$ cat src/rtl/booth_mul_arbiter.sv
// Round-robin arbiter in front of a shared Booth multiplier: grants one requester,
// launches the multiply, waits for done or a timeout, and returns the tagged product.
module booth_mul_arbiter #(
    parameter int unsigned N       = 16,
    parameter int unsigned NREQ    = 4,
    parameter int unsigned TIMEOUT = 64
) (
    input  logic                      clk,
    input  logic                      reset,
    input  logic [NREQ-1:0]           req_valid,
    input  logic [NREQ*N-1:0]         req_a,
    input  logic [NREQ*N-1:0]         req_b,
    output logic [NREQ-1:0]           req_ready,
    output logic                      rsp_valid,
    output logic [$clog2(NREQ)-1:0]   rsp_id,
    output logic [2*N-1:0]            rsp_data,
    output logic                      rsp_err,
    input  logic                      rsp_ready,
    output logic [N-1:0]              mul_a,
    output logic [N-1:0]              mul_b,
    output logic                      mul_start,
    input  logic [2*N-1:0]            mul_out,
    input  logic                      mul_done,
    output logic                      busy
);

    localparam int unsigned IW = $clog2(NREQ);
    localparam int unsigned CW = $clog2(TIMEOUT + 1);

    typedef enum logic [1:0] {StIdle, StStart, StWait, StResp} state_e;

    state_e          state_q;
    logic [IW-1:0]   ptr_q;
    logic [IW-1:0]   rsp_id_q;
    logic [CW-1:0]   cnt_q;
    logic [2*N-1:0]  rsp_data_q;
    logic [N-1:0]    mul_a_q, mul_b_q;
    logic            rsp_valid_q, rsp_err_q, mul_start_q, busy_q;

    logic            gnt_found;
    logic [IW-1:0]   gnt_idx;

    // Scan offsets from the highest down so the nearest requester after ptr wins.
    always_comb begin
        int j;
        logic [IW-1:0] cand;
        gnt_found = 1'b0;
        gnt_idx   = '0;
        j         = 0;
        cand      = '0;
        for (int i = NREQ - 1; i >= 0; i--) begin
            j = int'(ptr_q) + i;
            if (j >= int'(NREQ)) j = j - int'(NREQ);
            cand = IW'(j);
            if (req_valid[cand]) begin
                gnt_found = 1'b1;
                gnt_idx   = cand;
            end
        end
    end

    // Gated by reset because the grant path is purely combinational.
    always_comb begin
        req_ready = '0;
        if (!reset && state_q == StIdle && gnt_found) req_ready = NREQ'(1) << gnt_idx;
    end

    always_ff @(posedge clk or posedge reset) begin
        if (reset) begin
            state_q     <= StIdle;
            ptr_q       <= '0;
            rsp_id_q    <= '0;
            cnt_q       <= '0;
            rsp_data_q  <= '0;
            mul_a_q     <= '0;
            mul_b_q     <= '0;
            rsp_valid_q <= 1'b0;
            rsp_err_q   <= 1'b0;
            mul_start_q <= 1'b0;
            busy_q      <= 1'b0;
        end else begin
            unique case (state_q)
                StIdle: begin
                    if (gnt_found) begin
                        mul_a_q     <= req_a[gnt_idx*N +: N];
                        mul_b_q     <= req_b[gnt_idx*N +: N];
                        rsp_id_q    <= gnt_idx;
                        mul_start_q <= 1'b1;
                        busy_q      <= 1'b1;
                        state_q     <= StStart;
                    end
                end
                StStart: begin
                    mul_start_q <= 1'b0;
                    cnt_q       <= '0;
                    state_q     <= StWait;
                end
                StWait: begin
                    cnt_q <= cnt_q + 1'b1;
                    if (mul_done) begin
                        rsp_data_q  <= mul_out;
                        rsp_err_q   <= 1'b0;
                        rsp_valid_q <= 1'b1;
                        state_q     <= StResp;
                    end else if (cnt_q == CW'(TIMEOUT - 1)) begin
                        rsp_data_q  <= '0;
                        rsp_err_q   <= 1'b1;
                        rsp_valid_q <= 1'b1;
                        state_q     <= StResp;
                    end
                end
                StResp: begin
                    if (rsp_ready) begin
                        rsp_valid_q <= 1'b0;
                        busy_q      <= 1'b0;
                        ptr_q       <= (rsp_id_q == IW'(NREQ - 1)) ? '0 : rsp_id_q + 1'b1;
                        state_q     <= StIdle;
                    end
                end
                default: state_q <= StIdle;
            endcase
        end
    end

    assign rsp_valid = rsp_valid_q;
    assign rsp_id    = rsp_id_q;
    assign rsp_data  = rsp_data_q;
    assign rsp_err   = rsp_err_q;
    assign mul_a     = mul_a_q;
    assign mul_b     = mul_b_q;
    assign mul_start = mul_start_q;
    assign busy      = busy_q;

endmodule

$ cat config.mk
export PLATFORM = sky130hd
export DESIGN_NAME = booth_mul_arbiter
export DESIGN_NICKNAME = d
export VERILOG_FILES = /design/src/rtl/booth_mul_arbiter.sv
export SDC_FILE = /design/constraint.sdc
export NUM_CORES = 1
export LEC_CHECK = 0
export BUFFER_PORTS_ARGS = -buffer_cell sky130_fd_sc_hd__buf_4
export CORE_AREA = 2 2 102 104
export CTS_CLUSTER_SIZE = 8
export DETAILED_ROUTE_END_ITERATION = 8
export DIE_AREA = 0 0 104 106
export PLACE_DENSITY = 0.89
export SLEW_MARGIN = 20
export SYNTH_ARGS = -nofsm -noshare
export SYNTH_HDL_FRONTEND = slang
export SYNTH_SLANG_ARGS = --single-unit
$ cat constraint.sdc
create_clock -name clk -period 3.33 [get_ports clk]
set_input_delay 0.333 -clock clk [delete_from_list [all_inputs] [get_ports clk]]
set_output_delay 0.333 -clock clk [all_outputs]
set_load 0.02 [all_outputs]
==> impl_results.md <==
- Status: finished, final reports clean
- Pwr/cell area: just under 900 nW/um^2
- Postcts setup bufs: 0
- Final Hold Fails: 0
- Dpl ws: roughly 0.9 ns
- Worst flop-to-flop path endpoint: mul_b[10]
- CP Data Arrival Time: between 2 and 2.5 ns
- Pleak: about 3.2 nW
- Die Area: about 11,000 um^2
- CTS Hold Bufs: 0
- Post-Syn Area: 4330 um^2
- Worst-path cell chain: nor2b_1 > nor4b_4 > or2_2 > nor4_1 > buf_4
- Synth area leaders: dfrtp_1 47%, mux2i_1 7.2%, nand2_1 6.9%
- Inserted Clock Buffers: 9
- Required @ worst endpoint: approximately 3 ns
- Worst-Skew Late Latency: between 0.3 and 0.4 ns
- Reg2Reg Depth: 7
- Synth Warn #: 0
- Endpoint class of the critical path: primary output
- GPL Wtd Cong: 0.8220
- Syn Area/Cell: 9.313 um^2
- DRT Pass-1 Iters: 4
- Distinct cells, synth: 38
- Share of cells above drive strength 1: 0.4006
- TNS Setup: 0 ns
- Worst r2r src: ptr_q[0]
- First-pass GRT wire length: 23,410 um
- CTS H-tree lvls: 3
- Number of synthesized register bits: around 80
- Post-synthesis cell count: between 400 and 500
- Highest clock rate: 396.2 MHz
- Num rows: 37
- DR DRC count: 0
- Period utilization: 0.7580
- Final Skew: 0.01072 ns
- DP HPWL: roughly 11,000 um
- GR Overflow Total: 0
- RSZ-0062 raised after global routing: no
- CTS clock-pin slew for the worst setup and hold paths: ~0.090 ns
- Worst path bufs/invs: 1
- Die Width: roughly 100 um
- DRT iter0 DRCs: between 200 and 250
- Largest area contributor in the netlist: dfrtp_1
- Initial Utilization: 0.4331
- CP startpoint kind: flop
- Die Ht: approximately 110 um
- Max-slew headroom: 0.4218
- Largest net degree at the start of global routing: 65
- Crit Path Category: reg2out
- Vias in the first global route: between 4,000 and 5,000
- Hold Path Class: in2async
- CTS root buf: clkbuf_8
- Worst path top cell family by delay: simple AND/OR/NAND/NOR gates
- Max Fanout on Critical Path: 4
- Final Critical Period: ~2.5 ns
- Vias per inst: roughly 5.5
- Worst path max stage delay: between 0.4 and 0.5 ns
- Net count, final: 863
- Post-Synthesis Net Count: ~640
- Total Wirelength: about 15,000 um
- Ant. Diodes: 0
- Initial antenna violation count: 0
- Finished Core Util: 0.6469
- Power Total: about 5.8 mW
- Slowest cell on crit path: nor2b_1
- Vias: roughly 4,600
- Gr usage total: 0.2663
- CTS max path bufs: 2
- TritonCTS Sinks: 81
- Core ar.: 10000 um^2
- Worst Max-Slew Pin Slew: approximately 0.86 ns
- Final WS setup: slightly above 0.8 ns
- CTS tree: yes
- Seq/Total Area, Yosys: 0.4681
- Yosys top cell area share: 0.4681
- Max capacitance violation total: 0
- CTS resizes: 0
- Final Setup Violations: 0
- IO Port Bufs: 241
- Routed wire per std cell: approximately 18 um
- VDD IR max: around 0.41 mV
- R2R setup slack: ~0.99 ns
- Area Growth Syn to Fin: 49.38%
- Max Transition Viols Final: 0
- Number of routed nets with antenna violations: 0
- Num ports: between 200 and 250
==> cell type report <==
cell class / count / area (um^2)
fill: 834 / 3531
multi-input combinational: 340 / 2146
sequential: 81 / 2027
timing repair buffer: 251 / 1897
tap: 136 / 170.2
clock buffer: 10 / 137.6
clock inverter: 6 / 67.56
inverter: 6 / 23.77
==> registers in the layout, summed over array words and instances (netlist names) <==
name,count
busy,1
cnt_q,7
mul_a,16
mul_b,16
mul_start,1
ptr_q,2
rsp_data,32
rsp_err,1
rsp_id,2
rsp_valid,1
state_q,2
==> stage by stage <==
step,std cells,hold slack [ns],cell area [um^2]
3_3_place_gp,814,0.4524,6264
6_report,830,0.1255,6469
5_1_grt,830,0.1597,6469
4_1_cts,830,0.1398,6469
2_1_floorplan,465,0.4708,4330
3_5_place_dp,814,0.4571,6264
==> placed cells by master, fill, tap and decap left out, types with 2 or more instances in the layout <==
| cell type | instances |
|---|---|
| nor2b_1 | 6 |
| nor2_1 | 6 |
| clkinv_4 | 2 |
| o21a_1 | 33 |
| dfrtp_1 | 81 |
| a21oi_1 | 2 |
| o21ai_1 | 4 |
| nor3_1 | 2 |
| nand3_1 | 40 |
| mux2_2 | 2 |
| mux2i_1 | 31 |
| nor4_1 | 4 |
| o21ai_0 | 36 |
| ha_1 | 6 |
| clkinv_2 | 2 |
| clkinvlp_4 | 2 |
| or3_1 | 2 |
| a211oi_1 | 33 |
| clkbuf_8 | 10 |
| buf_4 | 250 |
| nand2_1 | 80 |
| o22ai_1 | 31 |
| inv_1 | 5 |
| o31ai_1 | 4 |
==> worst max-delay path by stage <==
stage | to | start | slack, ns | cells after the start
after floorplan | busy | reset | 0.92 | 1
after global placement | mul_b[6] | req_valid[3] | 1.07 | 8
after detailed placement | mul_b[10] | req_valid[3] | 0.93 | 8
after CTS | req_ready[0] | ptr_q[0] | 0.77 | 5
after global routing | req_ready[0] | ptr_q[0] | 0.62 | 5
final | req_ready[0] | ptr_q[0] | 0.81 | 5
==> synth_stat cells, drive strengths merged <==
cell type / number
nand3: 40
a21boi: 2
o41ai: 1
mux2: 2
o22ai: 31
nor2: 7
ha: 6
o311ai: 1
and3: 1
o21a: 33
dfrtp: 81
o2bb2ai: 1
buf: 5
or3: 2
nor4b: 1
o21ai: 41
mux2i: 31
nor2b: 6
nand2b: 1
inv: 6
nand2: 80
clkbuf: 33
nand4: 1
o31ai: 4
xor2: 1
or2: 1
a211oi: 33
nor4: 5
o31a: 1
a22oi: 1
nor3: 2
a21oi: 2
a21o: 1
o21bai: 1
==> cells by family after synthesis <==
logic type	count (synthesis)	share of synthesized area
XOR/XNOR	1	0.002023
flip-flops	81	0.4681
AND/OR/NAND/NOR	147	0.1575
buffers and inverters	44	0.04392
multiplexers	33	0.07686
AO/OA/AOI/OAI	153	0.2343
adder cells (fa/ha/maj)	6	0.01734
==> worst register-to-register path, delay by kind of cell (launching register included) <==
family | cells | cell delay [ns]
muxes | 1 | 0.31
buffers and inverters | 2 | 0.61
DFF | 1 | 0.42
AOI/OAI and AO/OA | 1 | 0.11
and+or+nand+nor | 3 | 0.76
==> report_power, final <==
part           internal (mW)  switching [mW]
registers               1.45           0.288
logic                   1.37            1.90
clock network          0.368           0.382
==> per-layer routing <==
layer  vias up  GRT usage  wire [um]
li1       2136          -          -
met1      2166     0.3186       5546
met2       237     0.4441       7362
met3        28    0.08093       1434
met4         0     0.1187        380
met5         -          0          0
No activity file was read; power rests on OpenSTA's default activity.
